File: src/rtl/counters_pkg.sv
// Shared definitions for the multimode counter family.
//   bin2gray        : binary to reflected-Gray conversion (up to 16 bits)
//   BCD_MAX_DIGIT   : largest legal BCD decade value
//   BCD_MIN_DIGIT   : smallest legal BCD decade value
//   *_MIN / *_MAX   : legal parameter ranges checked at elaboration
package counters_pkg;

   localparam logic [3:0] BCD_MAX_DIGIT = 4'd9;
   localparam logic [3:0] BCD_MIN_DIGIT = 4'd0;

   localparam int WIDTH_MIN      = 2;
   localparam int WIDTH_MAX      = 16;
   localparam int MODULO_MIN     = 2;
   localparam int BCD_DIGITS_MIN = 1;
   localparam int BCD_DIGITS_MAX = 4;

   function automatic logic [15:0] bin2gray(input logic [15:0] b);
      return b ^ (b >> 1);
   endfunction

endpackage

File: src/rtl/bcd_decade.sv
// One BCD decade (0..9) with up/down step, synchronous load and
// carry/borrow output.
//   clk      : clock, rising edge
//   clr      : synchronous active-high clear, highest priority
//   step     : advance this decade by one in the up_dn direction
//   up_dn    : 1 = up, 0 = down
//   load     : load load_val (already clamped to 0..9 by the caller)
//   load_val : value to load
//   digit    : registered decade value
//   tc       : carry (up, at 9) or borrow (down, at 0) while stepping;
//              drives the step input of the next decade
module bcd_decade
   import counters_pkg::*;
(
   input  logic       clk,
   input  logic       clr,
   input  logic       step,
   input  logic       up_dn,
   input  logic       load,
   input  logic [3:0] load_val,
   output logic [3:0] digit,
   output logic       tc
);

   assign tc = step & (up_dn ? (digit == BCD_MAX_DIGIT) : (digit == BCD_MIN_DIGIT));

   always_ff @(posedge clk) begin
      if (clr) begin
         digit <= BCD_MIN_DIGIT;
      end else if (load) begin
         digit <= load_val;
      end else if (step) begin
         if (up_dn)
            digit <= (digit == BCD_MAX_DIGIT) ? BCD_MIN_DIGIT : digit + 4'd1;
         else
            digit <= (digit == BCD_MIN_DIGIT) ? BCD_MAX_DIGIT : digit - 4'd1;
      end
   end

endmodule

File: src/rtl/multimode_counter.sv
// Binary / Gray / BCD up-down counter with modulo wrap, synchronous
// parallel load with clamping, and cascadable terminal-count outputs.
//   clk        : clock, rising edge
//   clr        : synchronous active-high reset, highest priority
//   enable     : count step enable
//   up_dn      : 1 = up, 0 = down
//   load       : synchronous parallel load, priority over enable
//   load_bin   : binary load value (clamped to MODULO-1)
//   load_bcd   : BCD load value, digit 0 in [3:0] (each decade clamped to 9)
//   bin_count  : registered binary count, 0..MODULO-1
//   gray_count : registered Gray code of bin_count (same cycle)
//   bcd_count  : registered BCD count
//   bin_tc     : binary terminal count (combinational)
//   bcd_tc     : BCD terminal count (combinational)
//   load_err   : registered, last load was clamped or had an invalid digit
module multimode_counter
   import counters_pkg::*;
#(
   parameter int WIDTH      = 8,
   parameter int MODULO     = 256,
   parameter int BCD_DIGITS = 2
) (
   input  logic                    clk,
   input  logic                    clr,
   input  logic                    enable,
   input  logic                    up_dn,
   input  logic                    load,
   input  logic [WIDTH-1:0]        load_bin,
   input  logic [4*BCD_DIGITS-1:0] load_bcd,
   output logic [WIDTH-1:0]        bin_count,
   output logic [WIDTH-1:0]        gray_count,
   output logic [4*BCD_DIGITS-1:0] bcd_count,
   output logic                    bin_tc,
   output logic                    bcd_tc,
   output logic                    load_err
);

   generate
      if (WIDTH < WIDTH_MIN || WIDTH > WIDTH_MAX ||
          MODULO < MODULO_MIN || MODULO > (1 << WIDTH) ||
          BCD_DIGITS < BCD_DIGITS_MIN || BCD_DIGITS > BCD_DIGITS_MAX) begin : g_bad_params
         $error("multimode_counter: parameter out of range");
      end
   endgenerate

   localparam logic [WIDTH-1:0] MAX_VAL    = WIDTH'(MODULO - 1);
   // With a full power-of-two range the counter wraps naturally and
   // no load value can exceed MAX_VAL.
   localparam bit               FULL_RANGE = (MODULO == (1 << WIDTH));

   logic [WIDTH-1:0] step_bin;
   logic [WIDTH-1:0] load_clamped;
   logic [WIDTH-1:0] next_bin;
   logic             bin_clamp;

   always_comb begin
      step_bin = bin_count;
      if (up_dn) begin
         if (!FULL_RANGE && bin_count == MAX_VAL)
            step_bin = '0;
         else
            step_bin = bin_count + WIDTH'(1);
      end else begin
         if (bin_count == '0)
            step_bin = MAX_VAL;
         else
            step_bin = bin_count - WIDTH'(1);
      end
   end

   assign bin_clamp    = !FULL_RANGE && (load_bin > MAX_VAL);
   assign load_clamped = bin_clamp ? MAX_VAL : load_bin;
   assign next_bin     = load ? load_clamped : (enable ? step_bin : bin_count);

   // BCD chain: step_chain[k] enables decade k, step_chain[k+1] is its carry/borrow.
   logic [BCD_DIGITS:0]   step_chain;
   logic [BCD_DIGITS-1:0] digit_bad;

   assign step_chain[0] = enable & ~load;

   generate
      for (genvar k = 0; k < BCD_DIGITS; k++) begin : g_decade
         logic [3:0] raw_val;
         logic [3:0] clamped_val;

         assign raw_val      = load_bcd[4*k +: 4];
         assign digit_bad[k] = (raw_val > BCD_MAX_DIGIT);
         assign clamped_val  = digit_bad[k] ? BCD_MAX_DIGIT : raw_val;

         bcd_decade u_decade (
            .clk      (clk),
            .clr      (clr),
            .step     (step_chain[k]),
            .up_dn    (up_dn),
            .load     (load),
            .load_val (clamped_val),
            .digit    (bcd_count[4*k +: 4]),
            .tc       (step_chain[k+1])
         );
      end
   endgenerate

   assign bcd_tc = step_chain[BCD_DIGITS];
   assign bin_tc = enable & ~load & (up_dn ? (bin_count == MAX_VAL) : (bin_count == '0));

   // Gray is derived from the next binary value so both update on the same edge.
   always_ff @(posedge clk) begin
      if (clr) begin
         bin_count  <= '0;
         gray_count <= '0;
         load_err   <= 1'b0;
      end else begin
         if (load || enable) begin
            bin_count  <= next_bin;
            gray_count <= WIDTH'(bin2gray(16'(next_bin)));
         end
         if (load)
            load_err <= bin_clamp | (|digit_bad);
      end
   end

endmodule

File: config.mk
export PLATFORM = sky130hd
export DESIGN_NAME = multimode_counter
export DESIGN_NICKNAME = d
export VERILOG_FILES = /design/src/rtl/counters_pkg.sv /design/src/rtl/bcd_decade.sv /design/src/rtl/multimode_counter.sv
export SDC_FILE = /design/constraint.sdc
export NUM_CORES = 1
export LEC_CHECK = 0
export ABC_AREA = 1
export CORE_MARGIN = 2
export CORE_UTILIZATION = 53
export CTS_CLUSTER_DIAMETER = 120
export CTS_CLUSTER_SIZE = 20
export DETAILED_ROUTE_END_ITERATION = 10
export GPL_TIMING_DRIVEN = 0
export PLACE_DENSITY_LB_ADDON = 0.15
export REMOVE_ABC_BUFFERS = 1
export SETUP_SLACK_MARGIN = 0.5
export SKIP_LAST_GASP = 1
export SYNTH_ARGS = -nofsm -noshare
export SYNTH_HDL_FRONTEND = slang
export SYNTH_SLANG_ARGS = --single-unit
export TNS_END_PERCENT = 30
File: constraint.sdc
create_clock -name clk -period 4.7 [get_ports clk]
set_clock_uncertainty 0.05 [all_clocks]
set_input_delay 0.94 -clock clk [delete_from_list [all_inputs] [get_ports clk]]
set_output_delay 0.94 -clock clk [all_outputs]
set_load 0.01 [all_outputs]
==> parameters.txt, run 1 <==
Parameter                              Value

Timing
  Final Max Tran Viols ... 0
  Max-slew headroom at the worst pin ... a little over two fifths
  Transition time of the tightest slew-check pin ... 0.859 ns
  Finish-stage setup viols ... 0
  Unrepaired setup endpoints after global routing ... false
  Clock period minus final worst setup slack ... 3.84 ns
  Hold violation count in the final report ... 0
  Fin Setup TNS ... 0 ns
  Final period utilization ... 81.6%
  Highest Clock Rate ... 0.261 GHz

Setup path
  Crit end category ... primary output
  Required time at the endpoint of the critical path ... 3.71 ns
  Delay of the slowest cell on the worst path ... 0.57 ns
  Biggest fanout along the worst timing path ... 16
  Chain of cells forming the critical path ... dlymetal6s2s_1, inv_2, o21ai_1, nand3_1, a211oi_1, clkdlybuf4s50_1
  Critical path class ... in2out
  CP arrival ... 2.85 ns
  Type of element launching the critical path ... input port
  Slowest cell on crit path ... sky130_fd_sc_hd__clkdlybuf4s50_1

Power
  Part of the power in the clock network ... 19.6%
  Sw power ... 214 uW
  Logic pwr share ... 37.8%
  Power Density ... 241 nW/um^2
  Internal portion of total power ... ~370 uW
  Leakage ... 1.10 nW
  Switching power as a share of total power ... 36.6%
  Part of the power in registers ... between 40 and 50%
  Total power after layout ... 584 uW
  IR Drop Worst-Case VDD ... 0.149 mV

Global route
  Pin count of the biggest net entering global routing ... 20
  GRT Overall Usage ... about 24%
  Number of global-route vias before repair ... 1860
  Number of antenna violations at the first check in global routing ... 0
  Remaining global-route overflow ... 0
  Wire length of the first global-routing pass ... 8.13 mm

Logic synthesis
  Post-Synthesis Mean Instance Area ... 6.22 um^2
  Number of distinct standard cells referenced by the synthesized netlist ... 35
  Synth Cell Area ... around 1900 um^2
  Most used standard cell by instance count after synthesis ... sky130_fd_sc_hd__nand2_1
  Most used flip-flop cell after synthesis ... sky130_fd_sc_hd__dfxtp_1
  Top-area cell type share of the netlist area ... 24.9%
  Synth async-reset ratio ... 0%
  Number of synthesized flops with an enable pin ... 0
  Yosys top cell by area ... sky130_fd_sc_hd__dfxtp_1
  Ranking of synthesized cells by area ... sky130_fd_sc_hd__dfxtp_1 25%, sky130_fd_sc_hd__nand2_1 16%, sky130_fd_sc_hd__nand3_1 6.8%, sky130_fd_sc_hd__inv_1 5.5%, sky130_fd_sc_hd__a21oi_1 5.2%
  Gate count of the mapped netlist ... 310
  Sequential-to-total area share from yosys stat ... between 20% and 30%
  Most frequent cells after synthesis ... 83 x sky130_fd_sc_hd__nand2_1, 28 x sky130_fd_sc_hd__inv_1, 26 x sky130_fd_sc_hd__nand3_1, 26 x sky130_fd_sc_hd__nor2_1, 24 x sky130_fd_sc_hd__dfxtp_1
  Yosys warnings ... 0
  Synthesis-stage register bit count ... 24

Clock network
  Number of gates given a new drive strength after cts ... 0
  Maximum buffer depth of the clock tree ... 2
  Clock net sink count ... 24
  Root Driver ... sky130_fd_sc_hd__clkbuf_4
  Post-CTS Setup Bufs ... 0
  TritonCTS clock tree ... built
  Total of hold buffers inserted after clock tree synthesis ... 0
  CTS HTree Levels ... 1
  Clock-pin slew on the worst setup and hold paths ... 0.14 ns
  Clock buffer count from CTS ... 3
  Clk_lat worst skew ... 0.32 ns

Finish
  Filler Cell Count ... 327
  Number of antenna repair diodes ... 0
  Utilization after layout ... a little under three quarters
  Area delta synth->final ... 25.7%
  Area occupied by multi-input gates ... 1230 um^2
  Number of nets in the final layout ... around 370
  Storage element area ... 480 um^2
  Fraction of final layout cells with drive strength greater than 1 ... approximately a tenth

Die
  Core Rows ... 21
  Die height ... 64.3 um
  Area of the core ... 3420 um^2
  Initial standard-cell utilization of the core ... a little under three fifths
  Count of pins on the block boundary ... 48
  Full die area ... 4130 um^2
  Die width ... 64.3 um

Placement
  Number of port buffers ... 47
  Detailed Place HPWL ... 3.69 mm
  Final RePlAce weighted congestion ... 0.895

Min path
  Hold WC Path Type ... reg2reg

Drt
  Iteration count of the initial detailed-routing pass ... 5
  Via density per instance ... roughly 5.4
  Initial DRC count ... 120
  Routed vias ... 2146
  Total length of routed wires ... roughly 5 mm
  Post-route antenna net violation count ... 0
  DRC violations left ... 0
  Avg WL per Cell ... 12.5 um

Run
  Max cap viols ... 0

Run status
  Status ... complete, no violations
==> layout make-up <==
| type | count | area share [%] |
|---|---|---|
| timing repair buffer | 47 | 19.6 |
| sequential | 24 | 19.8 |
| inverter | 38 | 5.89 |
| multi-input combinational | 236 | 50.8 |
| clock buffer | 4 | 1.50 |
| tap | 46 | 2.38 |
==> cell usage in the layout (no fill, tap or decap), types with 2 or more instances in the layout <==
cell type / n
sky130_fd_sc_hd__nand4_1: 6
sky130_fd_sc_hd__a21oi_1: 20
sky130_fd_sc_hd__nor2_4: 3
sky130_fd_sc_hd__o211ai_1: 3
sky130_fd_sc_hd__nand2_1: 83
sky130_fd_sc_hd__dlymetal6s2s_1: 2
sky130_fd_sc_hd__inv_1: 28
sky130_fd_sc_hd__dfxtp_1: 24
sky130_fd_sc_hd__xor2_1: 4
sky130_fd_sc_hd__nand3_1: 26
sky130_fd_sc_hd__a21oi_2: 4
sky130_fd_sc_hd__a211oi_1: 2
sky130_fd_sc_hd__inv_2: 9
sky130_fd_sc_hd__clkbuf_4: 3
sky130_fd_sc_hd__or2_2: 2
sky130_fd_sc_hd__nor2_1: 26
sky130_fd_sc_hd__xnor2_1: 2
sky130_fd_sc_hd__nand2_2: 7
sky130_fd_sc_hd__a22oi_1: 5
sky130_fd_sc_hd__o21ai_0: 17
sky130_fd_sc_hd__nand3_2: 3
sky130_fd_sc_hd__clkdlybuf4s50_1: 45
sky130_fd_sc_hd__nor2_2: 2
sky130_fd_sc_hd__ha_1: 3
sky130_fd_sc_hd__nand3b_1: 2
sky130_fd_sc_hd__a31oi_1: 4
sky130_fd_sc_hd__o21ai_1: 6
==> logic make-up (layout without fill, tap and decap cells) <==
family / Yosys count / count (layout) / share of synthesized area [%]
compound gates: 63 / 63 / 19.3
fa+ha+maj: 3 / 3 / 1.95
flops: 24 / 24 / 24.9
xor+xnor: 6 / 6 / 2.73
buf+inv: 50 / 89 / 11.2
simple gates: 164 / 164 / 39.9
==> state kept, by name, summed over array words and instances, names as in the netlist <==
register                 flops
gray_count                   7
load_err                     1
bin_count                    8
g_decade.u_decade.digit      8
==> power groups by stage <==
stage	Clock [mW]	Sequential, mW	Combinational, mW
3_5_place_dp	0	0.252	0.219
5_1_grt	0.123	0.252	0.245
2_1_floorplan	0	0.256	0.125
4_1_cts	0.117	0.248	0.220
6_report	0.115	0.248	0.221
3_3_place_gp	0	0.252	0.215
==> per-stage QoR <==
stage | instance area (um^2) | setup WS [ns] | hold WS [ns] | instances
floorplan | 1850 | 2.13 | 0.443 | 298
global placement | 2380 | 0.491 | 0.418 | 391
detailed placement | 2380 | 0.516 | 0.422 | 391
CTS | 2420 | 0.508 | 0.445 | 395
global route | 2420 | 0.703 | 0.462 | 395
finish | 2420 | 0.865 | 0.440 | 395
==> critical path, delay by kind of cell <==
kind | cells | cell delay [ns]
AO/OA/AOI/OAI | 2 | 0.39
buffers and inverters | 3 | 1.33
AND/OR/NAND/NOR | 1 | 0.18
==> per-layer routing <==
layer	global-route usage [%]	part of all wire [%]
met4	5.85	0.81
met2	41.3	47
met5	0	0
met1	32.4	44
met3	3.52	8.4
==> worst paths after layout <==
| path | cells past startpoint | slack, ns | end | from |
|---|---|---|---|---|
| worst min register to register | 2 | 0.44 | gray_count[2] | gray_count[2] |
| worst max-delay path | 6 | 0.86 | bcd_tc | up_dn |
| worst min-delay path | 2 | 0.44 | gray_count[2] | gray_count[2] |
| worst max register to register | 12 | 2.78 | gray_count[4] | bin_count[0] |
No activity file was read; power rests on OpenSTA's default activity.
==> run 2: changes to the inputs <==
--- a/config.mk
+++ b/config.mk
@@ -7,7 +7,7 @@
 export LEC_CHECK = 0
 export ABC_AREA = 1
 export CORE_MARGIN = 2
-export CORE_UTILIZATION = 53
+export CORE_UTILIZATION = 45
 export CTS_CLUSTER_DIAMETER = 120
 export CTS_CLUSTER_SIZE = 20
 export DETAILED_ROUTE_END_ITERATION = 10
==> constraint.sdc (replaced) <==
create_clock -name clk -period 3.1 [get_ports clk]
set_clock_uncertainty 0.05 [all_clocks]
set_input_delay 0.62 -clock clk [delete_from_list [all_inputs] [get_ports clk]]
set_output_delay 0.62 -clock clk [all_outputs]
set_load 0.01 [all_outputs]
==> parameters.txt, run 2 (synthesized netlist as in run 1, its figures left out) <==
Parameter                              Value

Timing
  Max-slew headroom at the worst pin ... 58.3% (+16 points)
  Hold violation count in the final report ... 0 (unchanged)
  Transition time of the tightest slew-check pin ... 0.623 ns (-0.236 ns)
  Final Max Tran Viols ... 0 (unchanged)
  Worst hold slack across all endpoints ... 0.431 ns (-0.00899 ns)
  Unrepaired setup endpoints after global routing ... true
  Clock period minus final worst setup slack ... 2.58 ns
  Finish-stage setup viols ... 0 (unchanged)
  Final period utilization ... 83.1%
  Highest Clock Rate ... 0.388 GHz
  Fin Setup TNS ... 0 ns (unchanged)

Die
  Core Rows ... 23 (+9.5%)
  Area of the core ... 4060 um^2 (+19%)
  Initial standard-cell utilization of the core ... 47.5% (-8.9 points)
  Die height ... 69.4 um (+8.0%)
  Die width ... 69.4 um (+8.0%)
  Full die area ... 4820 um^2 (+17%)
  Count of pins on the block boundary ... 48 (unchanged)

Setup path
  Biggest fanout along the worst timing path ... 5 (-11)
  Type of element launching the critical path ... input port
  Endpoint of the worst-slack reg-to-reg timing path ... gray_count[4]
  Crit. Startpoint ... enable
  Crit end category ... primary output
  Startpoint of the most critical register-to-register path ... bin_count[1]
  Reg2reg setup slack ... 1.24 ns (-1.54 ns)
  Critical path class ... in2out
  Termination of the worst setup path ... bin_tc
  Reg2reg path depth ... 12 (unchanged)
  CP arrival ... 1.91 ns (-0.94 ns)
  Required time at the endpoint of the critical path ... 2.43 ns (-1.28 ns)

Clock network
  CTS HTree Levels ... 1 (unchanged)
  Maximum buffer depth of the clock tree ... 2 (unchanged)
  TritonCTS clock tree ... built
  Root Driver ... sky130_fd_sc_hd__clkbuf_8
  Clock buffer count from CTS ... 3 (unchanged)
  Clock net sink count ... 24 (unchanged)
  Clk_lat worst skew ... 0.27 ns (-0.05 ns)
  Clock-pin slew on the worst setup and hold paths ... 0.08 ns (-0.06 ns)

Power
  IR Drop Worst-Case VDD ... 0.215 mV (+44%)
  Power Density ... 378 nW/um^2 (+57%)
  Leakage ... 1.10 nW (+0.75%)

Global route
  GRT Overall Usage ... 21.6% (-2.7 points)
  Number of global-route vias before repair ... 1926 (+3.5%)
  Pin count of the biggest net entering global routing ... 20 (unchanged)
  Wire length of the first global-routing pass ... 8.62 mm (+6.0%)
  Remaining global-route overflow ... 0 (unchanged)
  Number of antenna violations at the first check in global routing ... 0 (unchanged)

Drt
  DRC violations left ... 0 (unchanged)
  Top routing layer in use ... met4
  Routed vias ... 2070 (-3.5%)
  Initial DRC count ... 130 (+8.3%)
  Length of routed wiring on met1 ... 2.37 mm (+8.5%)
  Met2 wire len ... 2.37 mm (+2.8%)
  Avg WL per Cell ... 12.6 um (+0.91%)
  Via density per instance ... 5.16 (-5.0%)
  Met3 Routed Length ... 301 um (-28%)
  Post-route antenna net violation count ... 0 (unchanged)
  Total length of routed wires ... 5.07 mm (+2.4%)
  Iteration count of the initial detailed-routing pass ... 4 (-1)

Placement
  Detailed Place HPWL ... 3.72 mm (+0.64%)
  Final RePlAce weighted congestion ... 0.887 (-0.79%)
  Placed inst area ... 2390 um^2 (+0.21%)
  Number of port buffers ... 47 (unchanged)
  Placed cells ... 395 (+1.0%)

Finish
  Area delta synth->final ... 27.5%
  Registers with the most flip-flops ... bin_count (8), g_decade.u_decade.digit (8), gray_count (7)
  Final Instance Count excl. Fillers ... 401 (+1.5%)
  Most common library cell in the layout ignoring fill and taps ... sky130_fd_sc_hd__nand2_1
  Summed area of non-filler cells in the final layout ... 2460 um^2 (+1.4%)
  Highest-count cells in the layout ignoring fill and taps ... 83 x sky130_fd_sc_hd__nand2_1, 43 x sky130_fd_sc_hd__clkdlybuf4s50_1, 28 x sky130_fd_sc_hd__inv_1, 26 x sky130_fd_sc_hd__nor2_1, 25 x sky130_fd_sc_hd__nand3_1
  Number of antenna repair diodes ... 0 (unchanged)
  Filler Cell Count ... 421 (+29%)
  Number of nets in the final layout ... 376 (+0.53%)
  Fraction of final layout cells with drive strength greater than 1 ... 12.8% (+2.2 points)

Run status
  Status ... complete, no violations

Min path
  Hold WC Path Type ... reg2reg

Run
  Max cap viols ... 0 (unchanged)
-- run 2: changes by cell type in the layout (fill, tap and decap cells not counted), moves of 2 or more --
| cell | previous run | this run |
|---|---|---|
| sky130_fd_sc_hd__buf_4 | 0 | 2 |
| sky130_fd_sc_hd__clkbuf_4 | 3 | 0 |
| sky130_fd_sc_hd__clkbuf_8 | 1 | 4 |
| sky130_fd_sc_hd__clkdlybuf4s50_1 | 45 | 43 |
| sky130_fd_sc_hd__dlymetal6s2s_1 | 2 | 0 |
-- run 2: power breakdown --
part	switching (mW)	leakage, nW	internal (mW)	total (mW)
logic	0.183	0.876	0.154	0.337
clock network	0.102	0.0288	0.113	0.215
registers	0.0404	0.200	0.337	0.377
-- run 2: cell type report --
type	instances	area, um^2	area share [%]
Timing Repair Buffer	49	475	19.3
Sequential cell	24	482	19.6
Inverter	38	143	5.80
Multi-Input combinational cell	236	1240	50.5
Tap cell	50	62.6	2.55
Clock buffer	4	55.1	2.24
-- run 2: per-stage QoR --
stage / power, mW / worst slack, ns / util [%]
floorplan: 0.578 / 1.16 / -
global placement: 0.712 / -0.508 / 58.8
detailed placement: 0.715 / -0.490 / 58.8
CTS: 0.935 / 0.335 / 60.6
global route: 0.994 / 0.457 / 60.6
finish: 0.929 / 0.525 / 60.6
-- run 2: routing by layer --
layer | vias up | track usage (%)
met5 | - | 0
met4 | 0 | 5.66
met3 | 2 | 3.34
met2 | 65 | 35.9
met1 | 905 | 29.1
li1 | 1098 | -
-- run 2: worst min-delay path by stage --
stage                  startpoint             to  slack, ns  cells after the start
finish              gray_count[2]  gray_count[2]       0.43                      2
global route        gray_count[2]  gray_count[2]       0.45                      2
CTS                 gray_count[2]  gray_count[2]       0.43                      2
detailed placement  gray_count[2]  gray_count[2]       0.42                      2
global placement    gray_count[2]  gray_count[2]       0.42                      2
floorplan           gray_count[2]  gray_count[2]       0.44                      2
-- run 2: timing repair --
action	4_1_cts	5_1_grt
setup buffers	2	0
resized for setup	9	6
endpoints found under the setup margin	7	2
hold buffers	0	0
pin swaps	1	0
-- run 2: critical path, cell delays in order --
cell                              delay (ns)
sky130_fd_sc_hd__clkdlybuf4s50_1        0.54
sky130_fd_sc_hd__inv_2                  0.08
sky130_fd_sc_hd__nor2_8                 0.14
sky130_fd_sc_hd__inv_2                  0.09
sky130_fd_sc_hd__a21oi_1                0.15
sky130_fd_sc_hd__dlygate4sd2_1          0.28
